[src/rtl/pwm_pkg.sv]
// rtl/pwm_pkg.sv - register map and PWM constants shared by the PWM peripheral
package pwm_pkg;

    localparam logic [6:0] ADDR_EN_OUT_LO = 7'h00;
    localparam logic [6:0] ADDR_EN_OUT_HI = 7'h01;
    localparam logic [6:0] ADDR_EN_PWM_LO = 7'h02;
    localparam logic [6:0] ADDR_EN_PWM_HI = 7'h03;
    localparam logic [6:0] ADDR_DUTY      = 7'h04;
    localparam logic [6:0] MAX_ADDR       = 7'h04;

    localparam logic [7:0] PWM_TOP   = 8'd254;
    localparam logic [7:0] DUTY_FULL = 8'hFF;

    // Full duty is forced high so the compare never drops out at the wrap
    function automatic logic pwm_level(input logic [7:0] cnt, input logic [7:0] duty);
        return (duty == DUTY_FULL) || (cnt < duty);
    endfunction

endpackage

[src/rtl/pwm_peripheral_if.sv]
// rtl/pwm_peripheral_if.sv - decoded register write port from the SPI stage
interface pwm_peripheral_if;

    logic       wr_valid;
    logic [6:0] wr_addr;
    logic [7:0] wr_data;

    modport master (
        output wr_valid,
        output wr_addr,
        output wr_data
    );

    modport slave (
        input wr_valid,
        input wr_addr,
        input wr_data
    );

endinterface

[src/rtl/pwm_timebase.sv]
// rtl/pwm_timebase.sv - clock prescaler and free-running 0..254 PWM counter
module pwm_timebase
    import pwm_pkg::*;
#(
    parameter int CLK_DIV = 13,
    parameter int DIV_W   = 8
) (
    input  logic       i_clk,
    input  logic       i_rst_n,
    output logic [7:0] o_pwm_cnt,
    output logic       o_wrap,
    output logic       o_period_start
);

    localparam logic [DIV_W-1:0] DIV_LAST = DIV_W'(CLK_DIV - 1);

    logic [DIV_W-1:0] r_div_cnt;
    logic [7:0]       r_pwm_cnt;
    logic             r_period_start;
    logic             w_tick;
    logic             w_wrap;

    assign w_tick = (r_div_cnt == DIV_LAST);
    assign w_wrap = w_tick && (r_pwm_cnt == PWM_TOP);

    always_ff @(posedge i_clk or negedge i_rst_n) begin
        if (!i_rst_n) begin
            r_div_cnt      <= '0;
            r_pwm_cnt      <= '0;
            r_period_start <= 1'b0;
        end else begin
            r_div_cnt <= w_tick ? '0 : r_div_cnt + 1'b1;
            if (w_tick) begin
                r_pwm_cnt <= w_wrap ? 8'd0 : r_pwm_cnt + 8'd1;
            end
            // Registered so the pulse lines up with the cycle pwm_cnt reads 0
            r_period_start <= w_wrap;
        end
    end

    assign o_pwm_cnt      = r_pwm_cnt;
    assign o_wrap         = w_wrap;
    assign o_period_start = r_period_start;

endmodule

[src/rtl/pwm_peripheral.sv]
// rtl/pwm_peripheral.sv - register file and 16-pin PWM output stage
// Optional PWM_SHADOW_EN: duty is latched into a shadow only at the period wrap.
module pwm_peripheral
    import pwm_pkg::*;
#(
    parameter int         CLK_DIV  = 13,
    parameter int         DIV_W    = 8,
    parameter logic [6:0] MAX_ADDR = pwm_pkg::MAX_ADDR
) (
    input  logic                    i_clk,
    input  logic                    i_rst_n,
    pwm_peripheral_if.slave         i_wr,
    output logic [15:0]             o_out,
    output logic                    o_period_start
);

    logic [15:0] r_en_out;
    logic [15:0] r_en_pwm;
    logic [7:0]  r_duty;
    logic [15:0] r_out;

    logic [7:0]  w_pwm_cnt;
    logic        w_wrap;
    logic        w_wr_ok;
    logic [7:0]  w_duty_act;
    logic        w_level;

    pwm_timebase #(
        .CLK_DIV (CLK_DIV),
        .DIV_W   (DIV_W)
    ) u_timebase (
        .i_clk          (i_clk),
        .i_rst_n        (i_rst_n),
        .o_pwm_cnt      (w_pwm_cnt),
        .o_wrap         (w_wrap),
        .o_period_start (o_period_start)
    );

    assign w_wr_ok = i_wr.wr_valid && (i_wr.wr_addr <= MAX_ADDR);

    always_ff @(posedge i_clk or negedge i_rst_n) begin
        if (!i_rst_n) begin
            r_en_out <= '0;
            r_en_pwm <= '0;
            r_duty   <= '0;
        end else if (w_wr_ok) begin
            case (i_wr.wr_addr)
                ADDR_EN_OUT_LO: r_en_out[7:0]  <= i_wr.wr_data;
                ADDR_EN_OUT_HI: r_en_out[15:8] <= i_wr.wr_data;
                ADDR_EN_PWM_LO: r_en_pwm[7:0]  <= i_wr.wr_data;
                ADDR_EN_PWM_HI: r_en_pwm[15:8] <= i_wr.wr_data;
                ADDR_DUTY:      r_duty         <= i_wr.wr_data;
                default: ;
            endcase
        end
    end

`ifdef PWM_SHADOW_EN
    logic [7:0] r_duty_shadow;

    // Loads the pre-write duty when a write lands on the wrap edge
    always_ff @(posedge i_clk or negedge i_rst_n) begin
        if (!i_rst_n) begin
            r_duty_shadow <= '0;
        end else if (w_wrap) begin
            r_duty_shadow <= r_duty;
        end
    end

    assign w_duty_act = r_duty_shadow;
`else
    assign w_duty_act = r_duty;
`endif

    assign w_level = pwm_level(w_pwm_cnt, w_duty_act);

    always_ff @(posedge i_clk or negedge i_rst_n) begin
        if (!i_rst_n) begin
            r_out <= '0;
        end else begin
            r_out <= r_en_out & (~r_en_pwm | {16{w_level}});
        end
    end

    assign o_out = r_out;

endmodule
[src/flat_wrapper.sv]
// flat-port wrapper written by rule: the top's interface ports become plain ports
module pwm_peripheral_flat import pwm_pkg::*;
#(
    parameter int         CLK_DIV  = 13,
    parameter int         DIV_W    = 8,
    parameter logic [6:0] MAX_ADDR = pwm_pkg::MAX_ADDR
)
  (i_clk, i_rst_n, o_out, o_period_start, i_wr_wr_valid, i_wr_wr_addr, i_wr_wr_data);
  pwm_peripheral_if i_wr_i ();
  input  logic i_clk;
  input  logic i_rst_n;
  output logic [15:0] o_out;
  output logic o_period_start;
  input wire logic [$bits(i_wr_i.wr_valid)-1:0] i_wr_wr_valid;
  input wire logic [$bits(i_wr_i.wr_addr)-1:0] i_wr_wr_addr;
  input wire logic [$bits(i_wr_i.wr_data)-1:0] i_wr_wr_data;
  assign i_wr_i.wr_valid = i_wr_wr_valid;
  assign i_wr_i.wr_addr = i_wr_wr_addr;
  assign i_wr_i.wr_data = i_wr_wr_data;
  pwm_peripheral #(.CLK_DIV(CLK_DIV), .DIV_W(DIV_W), .MAX_ADDR(MAX_ADDR)) u_core (.i_clk(i_clk), .i_rst_n(i_rst_n), .i_wr(i_wr_i), .o_out(o_out), .o_period_start(o_period_start));
endmodule
[config.mk]
export PLATFORM = sky130hd
export DESIGN_NAME = pwm_peripheral_flat
export DESIGN_NICKNAME = d
export VERILOG_FILES = /design/src/rtl/pwm_pkg.sv /design/src/rtl/pwm_peripheral_if.sv /design/src/rtl/pwm_timebase.sv /design/src/rtl/pwm_peripheral.sv /design/src/flat_wrapper.sv
export SDC_FILE = /design/constraint.sdc
export NUM_CORES = 1
export LEC_CHECK = 0
export CAP_MARGIN = 0
export CELL_PAD_IN_SITES_DETAIL_PLACEMENT = 0
export CELL_PAD_IN_SITES_GLOBAL_PLACEMENT = 2
export CORE_MARGIN = 2
export CORE_UTILIZATION = 40
export CTS_BUF_LIST = sky130_fd_sc_hd__clkbuf_4 sky130_fd_sc_hd__clkbuf_8
export DETAILED_ROUTE_END_ITERATION = 16
export GPL_TIMING_DRIVEN = 0
export PLACE_DENSITY_LB_ADDON = 0.05
export SETUP_SLACK_MARGIN = 0.1
export SLEW_MARGIN = 5
export SYNTH_ARGS = -nofsm -noshare
export SYNTH_HDL_FRONTEND = slang
export SYNTH_SLANG_ARGS = --single-unit
[constraint.sdc]
create_clock -name i_clk -period 2.6 [get_ports i_clk]
set_input_delay 0.52 -clock i_clk [delete_from_list [all_inputs] [get_ports i_clk]]
set_output_delay 0.52 -clock i_clk [all_outputs]
set_load 0.02 [all_outputs]
# ---- Word-level counts from Yosys, hierarchy flattened
# Index checks and enable logic that the tools add are counted.
dict set report totals {
  ff_bits 73
  latchBits 0
  ram_bits 0
  mem_bits_ro 0
  input_bits 18
  output_inout_bits 17
  word_cells 34
  memories 0
}
dict set report op_classes {
  addsub 2
  n_mul 0
  n_div 0
  magnitude_cmp 2
  eq_ne 7
  n_shift 0
  muxes 2
  n_bitwise 3
  n_reduce_logical 9
}
# op n
set op_table {}
lappend op_table {{$add A8 B1 Y8 const B} 2}
lappend op_table {{$and A16 B16 Y16} 1}
lappend op_table {{$eq A8 B8 Y1 const B} 2}
lappend op_table {{$mux W8} 2}
lappend op_table {{$not A16 Y16} 1}
lappend op_table {{$or A16 B16 Y16} 1}
lappend op_table {{$eq A7 B2 Y1 const B} 2}
lappend op_table {{$reduce_and A2 Y1} 5}
lappend op_table {{$eq A8 B4 Y1 const B} 1}
lappend op_table {{$lt A8 B8 Y1} 1}
lappend op_table {{$eq A7 B1 Y1 const B} 1}
lappend op_table {{$eq A7 B3 Y1 const B} 1}
lappend op_table {{$le A7 B3 Y1 const B} 1}
lappend op_table {{$logic_not A7 Y1} 1}
lappend op_table {{$logic_and A1 B1 Y1} 2}
lappend op_table {{$logic_or A1 B1 Y1} 1}

# ---- Longest topological paths before layout
# Gate-level depths: netlist (run 1).
dict set report depth {
  word_depth 4
  depth_mapped 7
}

# ---- Cells and area by module
# Synthesis (run 1) repeated with hierarchy kept, for this count alone.
dict set report hier_totals {
  hier_cells 234
  area_unflattened_um2 3103.0
}
# mod instances cells_each area_per_inst_um2
set modules_own_cells {}
lappend modules_own_cells {pwm_peripheral 1 149 2268.4}
lappend modules_own_cells {pwm_timebase 1 85 834.6}

# ---- Least setup slack after synthesis (run 1)
# Ideal clock, no wire load.
dict set report synth_path {
  path_type {input-to-reg}
  from {input i_wr_wr_addr[3]}
  to {register u_core.r_en_pwm[0]}
  arrival_ns 1.806
  required_ns 2.475
  path_slack_ns 0.669
  path_stages 5
  path_buffers 1
  path_cell_list {nor4_2 -> nand2_1 -> or4b_1 -> buf_4 -> mux2_4}
}
dict set report synth_between {
  elab_chain_len 3
  elab_cells_between_ends 4
  classes_between {1 x order compare; 1 x eq/ne; 2 x reduce/logical}
}
# element line
set synth_rtl {}
lappend synth_rtl {{from (decl)} flat_wrapper.sv:15} ;# input wire logic [$bits(i_wr_i.wr_addr)-1:0] i_wr_wr_addr;
lappend synth_rtl {{$le A7 B3 Y1} pwm_peripheral.sv:39} ;# assign w_wr_ok = i_wr.wr_valid && (i_wr.wr_addr <= MAX_ADDR);
lappend synth_rtl {{$logic_and A1 B1 Y1} pwm_peripheral.sv:39}
lappend synth_rtl {{$reduce_and A2 Y1 (no source line) *} --}
lappend synth_rtl {{to (signal assigned)} pwm_peripheral.sv:50} ;# ADDR_EN_PWM_LO: r_en_pwm[7:0] <= i_wr.wr_data;
lappend synth_rtl {{to (decl)} pwm_peripheral.sv:18} ;# logic [15:0] r_en_pwm;
# Every way passes the cells marked *; elsewhere a longest branch is shown, timed or not.
# A chain may end at the register's enable or synchronous reset.

# ---- Worst setup path in the final report (run 1)
dict set report layout_path {
  from {input i_wr_wr_valid}
  to {register u_core.r_en_pwm[13]}
}
dict set report layout_between {
  elab_chain_len 2
}
# element line
set layout_rtl {}
lappend layout_rtl {{from (decl)} flat_wrapper.sv:14} ;# input wire logic [$bits(i_wr_i.wr_valid)-1:0] i_wr_wr_valid;
lappend layout_rtl {{$logic_and A1 B1 Y1} pwm_peripheral.sv:39}
lappend layout_rtl {{$reduce_and A2 Y1 (no source line)} --}
lappend layout_rtl {{to (signal assigned)} pwm_peripheral.sv:51} ;# ADDR_EN_PWM_HI: r_en_pwm[15:8] <= i_wr.wr_data;
# No other way between the ends.

==> results of run 1 <==
cell type report:
type	count	area, um^2	share of cell area, %
buffer	7	33.8	0.887
clock buffer	9	124	3.25
clock inverter	7	62.6	1.64
inverter	12	45.0	1.18
multi-input combinational	145	1220	32.2
sequential	73	1830	47.9
tap	102	128	3.35
timing repair buffer	35	365	9.59
worst max-delay path: cells and delay by family:
kind | cells | cell delay, ns
buffers and inverters | 1 | 0.49
multiplexers | 1 | 0.42
AND/OR/NAND/NOR | 3 | 1.02
power breakdown:
group	internal (mW)	total (mW)	switching [mW]	leakage, nW
clock network	0.364	0.838	0.474	0.0923
logic	0.132	0.260	0.129	0.704
registers	1.21	1.24	0.0321	0.980
kinds of logic after synthesis:
logic type	count (synthesis)	share of synthesized area [%]
DFF	73	58.5
and+or+nand+nor	53	9.66
AOI/OAI and AO/OA	35	7.86
muxes	40	15.4
adders and majority gates	11	4.41
xor gates and xnor gates	6	1.68
buffers and inverters	19	2.48
how the worst min path moves through the flow:
stage / startpoint / endpoint / slack [ns] / cells past startpoint
global route: i_rst_n / u_core.u_timebase.o_pwm_cnt[3] / 0.06 / 1
CTS: i_rst_n / u_core.u_timebase.o_pwm_cnt[4] / 0.05 / 1
floorplan: i_rst_n / u_core.o_out[0] / 0.22 / 0
global placement: u_core.r_en_pwm[12] / u_core.o_out[12] / 0.44 / 1
finish: i_rst_n / u_core.u_timebase.o_pwm_cnt[4] / 0.04 / 1
detailed placement: i_rst_n / u_core.u_timebase.o_pwm_cnt[4] / 0.43 / 1
metrics by stage:
stage / setup TNS (ns) / setup slack [ns] / util, % / hold WS, ns
2_1_floorplan: 0 / 0.669 / - / 0.224
3_3_place_gp: -117.85 / -1.61 / 46.9 / 0.435
3_5_place_dp: -0.557 / -0.0514 / 47.3 / 0.434
4_1_cts: 0 / 0.270 / 49.8 / 0.0486
5_1_grt: 0 / 0.160 / 49.8 / 0.0552
6_report: 0 / 0.384 / 49.8 / 0.0409
layer usage:
metal	global-route usage, %	share of wire, %	vias up
li1	-	-	943
met3	3.34	2.9	8
met2	22.3	45	36
met5	0	0	-
met1	22.8	50	964
met4	7.46	1.8	0
repair_timing:
| item | CTS | global route |
|---|---|---|
| resized for setup | 1 | 2 |
| gates cloned | 0 | 0 |
| setup endpoints to repair | 10 | 1 |
synth_stat cells:
| cell | number | area, um^2 |
|---|---|---|
| nand3_2 | 1 | 10.0 |
| dfrtp_1 | 73 | 1830 |
| or4b_1 | 1 | 10.0 |
| and2_1 | 2 | 12.5 |
| clkbuf_1 | 4 | 15.0 |
| ha_1 | 11 | 138 |
| buf_4 | 1 | 7.51 |
| nand3_1 | 10 | 50.1 |
| nor4_2 | 1 | 12.5 |
| and3b_1 | 1 | 8.76 |
| nor4_1 | 2 | 12.5 |
| buf_2 | 2 | 10.0 |
| or4_1 | 2 | 15.0 |
| or3b_1 | 1 | 8.76 |
| o32ai_1 | 1 | 8.76 |
| o31ai_1 | 1 | 7.51 |
| a21oi_1 | 5 | 25.0 |
| nor2_1 | 9 | 33.8 |
| and3_1 | 4 | 25.0 |
| xnor2_1 | 4 | 35.0 |
| o21a_1 | 2 | 15.0 |
| mux2_4 | 8 | 120 |
| nand2_1 | 8 | 30.0 |
| a2111oi_0 | 1 | 8.76 |
| mux2_2 | 32 | 360 |
| a41oi_1 | 1 | 8.76 |
| or4b_2 | 1 | 10.0 |
| xor2_1 | 2 | 17.5 |
| nand4_1 | 8 | 50.1 |
| nand2b_1 | 2 | 12.5 |
| a21boi_0 | 16 | 120 |
| a31oi_1 | 2 | 12.5 |
| inv_1 | 12 | 45.0 |
| a22o_1 | 1 | 8.76 |
| o21ai_0 | 3 | 15.0 |
| o22ai_1 | 1 | 6.26 |
| o41ai_1 | 1 | 8.76 |
flip-flops by register name (all words and copies together), names as in the netlist:
register,flops
u_core.r_en_out,16
u_core.r_en_pwm,16
u_core.u_timebase.o_period_start,1
u_core.o_out,16
u_core.u_timebase.o_pwm_cnt,8
u_core.r_duty,8
u_core.u_timebase.r_div_cnt,8
==> metrics.csv, run 1 <==
stage,metric,value,unit
outcome,status,"finished, final reports clean",
final_layout,Area Overhead vs Synth,22.0,%
final_layout,"Non-Filler Cell Area, Final",0.00381,mm^2
floorplanning,Rows,32,
worst_setup_path,"Data arrival, critical path",2.45,ns
worst_setup_path,startpoint types,primary input,
worst_setup_path,crit-path max cell delay,0.49,ns
min_path,Tightest Hold Check Type,primary input to async pin,
yosys,Mean Syn Cell Area,13.2,um^2
yosys,Yosys reg bits,73,
sta,Worst slew margin,58.2,%
cts,CTS tree,done,
drt,drt via density,5.00,
drt,First-pass DRT Iterations,4,
cts,clk sinks,73,
worst_setup_path,Crit Path Category,primary input to flop,
placement,# port buffers,34,
cts,"Clk pin slew, worst setup/hold paths",0.09,ns
global_route,GR Util All Layers,15.7,%
cts,Longest Clk Path Bufs,2,
yosys,Syn. warnings,0,
yosys,Synth Instances,237,
drt,DRT Wirelength,5890,um
flow_run,total of max-cap violations,0,
sta,final setup fails,0,
worst_setup_path,R2R Setup Slk,0.46,ns
yosys,Synth Cell Area,0.00312,mm^2
worst_setup_path,Critical Path RT,2.84,ns
worst_setup_path,Setup crit end,u_core.r_en_pwm[13],
floorplanning,Die W,92.3,um
power_and_ir_drop,Leak,1.78,nW
cts,H-tree depth,3,
sta,final hold vios,0,
placement,placed wire-length estimate,4030,um
power_and_ir_drop,Pwr Density,613,mW/mm^2
final_layout,nets,312,
global_route,"Remaining Overflow, GRT",0,
worst_setup_path,R2R Path Start,u_core.u_timebase.o_pwm_cnt[3],
cts,clk root buf,clkbuf_8,
drt,vias,1951,
yosys,Syn Nets,266,
power_and_ir_drop,Overall Power,2.34,mW
global_route,vias in the first global route,1967,
power_and_ir_drop,worst vdd ir,254,uV
final_layout,final std cells w/o fill,390,
sta,post-layout min period,2.22,ns
sta,Fmax,0.451,GHz
worst_setup_path,r2r worst-path depth,6,
drt,routed len/inst,15.1,um
floorplanning,I/O pins,35,
global_route,initial antenna violation count,0,
floorplanning,core box area,0.00765,mm^2
floorplanning,Die ar.,0.00853,mm^2
floorplanning,Starting Density,40.8,%
placement,Inst Count DP,374,
drt,drt drc,0,
cts,Setup Buffers After CTS,0,
final_layout,Ant. Diodes,0,
cts,clk_lat worst skew,0.35,ns
final_layout,"commonest non-fill, non-tap cell in the layout",dfrtp_1,
placement,RePlAce Congestion,0.724,
worst_setup_path,worst path cell trace,clkdlybuf4s50_1 > or3b_1 > nor4_1 > nand3_1 > mux2_2,
cts,"Hold-fix buffers, CTS",0,
sta,period utilisation layout,85.2,%
final_layout,fillers,695,
placement,placed cell area,0.00361,mm^2
drt,Routed Antenna Nets,0,
sta,Slew @ Worst Pin,0.626,ns
drt,Initial DRC Count,86,
sta,RSZ-0062 raised after global routing,no,
final_layout,most frequent cells in the layout,"dfrtp_1 (73), clkdlybuf4s50_1 (33), mux2_2 (32)",
worst_setup_path,CP Capture Type,flop,
sta,Max Slew Vio Count,0,
worst_setup_path,CP max FO,8,
sta,skew final,0.0104,ns
yosys,Netlist cell types,37,
yosys,sequential area share after synthesis,58.5,%
worst_setup_path,reg-to-reg endpoint,u_core.o_out[6],
global_route,largest net degree at the start of global routing,55,
worst_setup_path,crit path from,i_wr_wr_valid,
worst_setup_path,Crit-path slowest cell,clkdlybuf4s50_1,
global_route,first-pass GRT wire length,10200,um
final_layout,share of cells above drive strength 1,22.9,%
floorplanning,Die Ht,92.3,um
cts,TritonCTS Buffers,9,
Note: power is estimated with default switching activity, not from simulation.
==> inputs of run 2 (changes only) <==
--- a/config.mk
+++ b/config.mk
@@ -8,12 +8,12 @@
 export CAP_MARGIN = 0
 export CELL_PAD_IN_SITES_DETAIL_PLACEMENT = 0
 export CELL_PAD_IN_SITES_GLOBAL_PLACEMENT = 2
-export CORE_MARGIN = 2
 export CORE_UTILIZATION = 40
 export CTS_BUF_LIST = sky130_fd_sc_hd__clkbuf_4 sky130_fd_sc_hd__clkbuf_8
 export DETAILED_ROUTE_END_ITERATION = 16
 export GPL_TIMING_DRIVEN = 0
 export PLACE_DENSITY_LB_ADDON = 0.05
+export REMOVE_ABC_BUFFERS = 1
 export SETUP_SLACK_MARGIN = 0.1
 export SLEW_MARGIN = 5
 export SYNTH_ARGS = -nofsm -noshare
==> metrics.csv, run 2 (synthesized netlist as in run 1, its figures left out) <==
stage,metric,value,unit
global_route,met3 Use GR,2.95,%
final_layout,register area,0.00183,mm^2
final_layout,"commonest non-fill, non-tap cell in the layout",dfrtp_1,
drt,routed len/inst,15.1,um
global_route,"Remaining Overflow, GRT",0,
final_layout,Area Overhead vs Synth,22.2,%
cts,Longest Clk Path Bufs,2,
floorplanning,Rows,31,
global_route,gr busiest metal,met2,
cts,clk sinks,73,
placement,placed cell area,0.00359,mm^2
sta,Max Slew Vio Count,0,
floorplanning,I/O pins,35,
sta,final setup fails,0,
global_route,met1 GRT Util,20.4,%
cts,"Hold-fix buffers, CTS",0,
power_and_ir_drop,Overall Power,2.48,mW
global_route,vias in the first global route,1983,
worst_setup_path,CP max FO,8,
global_route,met2 usage,24.9,%
power_and_ir_drop,clock power share,39.4,%
power_and_ir_drop,Reg power frac,49.9,%
worst_setup_path,CP Capture Type,flop,
power_and_ir_drop,combinational power share,10.6,%
floorplanning,Die W,90.3,um
global_route,initial antenna violation count,0,
final_layout,most frequent cells in the layout,"dfrtp_1 (73), clkdlybuf4s50_1 (33), mux2_2 (32)",
cts,Setup Buffers After CTS,0,
power_and_ir_drop,sw frac,23.4,%
floorplanning,core box area,0.00741,mm^2
sta,final hold vios,0,
cts,clk root buf,clkbuf_8,
drt,First-pass DRT Iterations,4,
worst_setup_path,"Data arrival, critical path",2.55,ns
placement,placed wire-length estimate,3990,um
cts,clk_lat worst skew,0.34,ns
final_layout,"Non-Filler Cell Area, Final",0.00381,mm^2
power_and_ir_drop,Psw,581,uW
sta,Worst slew margin,52.3,%
floorplanning,Die Ht,90.3,um
min_path,Tightest Hold Check Type,primary input to async pin,
drt,DRT Wirelength,5760,um
floorplanning,Starting Density,42.1,%
placement,# port buffers,34,
sta,Setup TNS,0,ns
drt,Initial DRC Count,73,
cts,"Clk pin slew, worst setup/hold paths",0.07,ns
global_route,first-pass GRT wire length,9870,um
drt,drt via density,5.04,
sta,Slew @ Worst Pin,0.716,ns
power_and_ir_drop,worst vdd ir,268,uV
sta,period utilisation layout,89.8,%
cts,H-tree depth,3,
final_layout,nets,306,
sta,skew final,0.00796,ns
sta,post-layout min period,2.33,ns
worst_setup_path,startpoint types,primary input,
cts,TritonCTS Buffers,9,
placement,RePlAce Congestion,0.740,
flow_run,total of max-cap violations,0,
power_and_ir_drop,Leak,1.77,nW
drt,drt drc,0,
cts,CTS tree,done,
worst_setup_path,Critical Path RT,2.82,ns
outcome,status,"finished, final reports clean",
global_route,GR Util All Layers,15.6,%
drt,Routed Antenna Nets,0,
final_layout,share of cells above drive strength 1,22.3,%
power_and_ir_drop,Pwr Density,649,mW/mm^2
global_route,largest net degree at the start of global routing,39,
sta,RSZ-0062 raised after global routing,no,
final_layout,Ant. Diodes,0,
cts,"Gates resized, CTS repair",0,
power_and_ir_drop,Int Power,1.90,mW
final_layout,area of the multi-input gates,0.00122,mm^2
final_layout,fillers,645,
worst_setup_path,Crit Path Category,primary input to flop,
sta,Fmax,0.429,GHz
drt,vias,1922,
floorplanning,Die ar.,0.00816,mm^2
-- run 2: cell count changes in the layout (fill, tap and decap cells not counted), sizes merged --
cell      change
clkinvlp      +1
clkinv        -1
clkbuf        -3
inv           -3
buf           -2
bufinv        +2
-- run 2: metal layers --
metal	share of wire, %	routed length [um]
met2	48	2750
met4	1.4	81
met1	48	2780
met3	2.6	149
met5	0	0
-- run 2: power groups by stage --
stage	Combinational [mW]	Sequential, mW	Clock [mW]
2_1_floorplan	0.0953	1.28	0
3_3_place_gp	0.247	1.26	0
3_5_place_dp	0.269	1.26	0
4_1_cts	0.270	1.24	1.01
5_1_grt	0.290	1.25	1.05
6_report	0.263	1.24	0.976
-- run 2: worst max-delay path, stage by stage --
cell	delay, ns
clkdlybuf4s50_1	0.43
nor4_2	0.33
nand2_1	0.09
or4b_1	0.78
mux2_4	0.40
-- run 2: stage by stage --
| step | worst slack, ns | instances | hold WS, ns | utilization, % |
|---|---|---|---|---|
| 2_1_floorplan | 0.550 | 230 | 0.224 | - |
| 3_3_place_gp | -1.58 | 363 | 0.436 | 48.0 |
| 5_1_grt | 0.196 | 381 | 0.165 | 51.5 |
| 3_5_place_dp | -0.111 | 365 | 0.441 | 48.5 |
| 6_report | 0.266 | 381 | 0.135 | 51.5 |
| 4_1_cts | 0.256 | 381 | 0.138 | 51.5 |
-- run 2: final timing paths --
path                       slack (ns)  cells after the start                           start                               end
setup / recovery                 0.27                      5                 i_wr_wr_addr[3]                u_core.r_en_pwm[4]
hold / removal                   0.14                      1                         i_rst_n  u_core.u_timebase.o_period_start
setup reg to reg                 0.51                      6  u_core.u_timebase.o_pwm_cnt[2]                  u_core.o_out[15]
hold reg to reg                  0.46                      1             u_core.r_en_pwm[10]                  u_core.o_out[10]
max in group asynchronous        1.91                      2                         i_rst_n                  u_core.r_duty[5]
min in group i_clk               0.46                      1             u_core.r_en_pwm[10]                  u_core.o_out[10]
-- run 2: final cells by class --
| type | count | share of cell area (%) |
|---|---|---|
| clock buffer | 10 | 3.44 |
| clock inverter | 6 | 2.43 |
| inverter | 12 | 1.18 |
| multi-input combinational | 145 | 32.1 |
| sequential | 73 | 47.9 |
| tap | 99 | 3.25 |
| timing repair buffer | 36 | 9.68 |
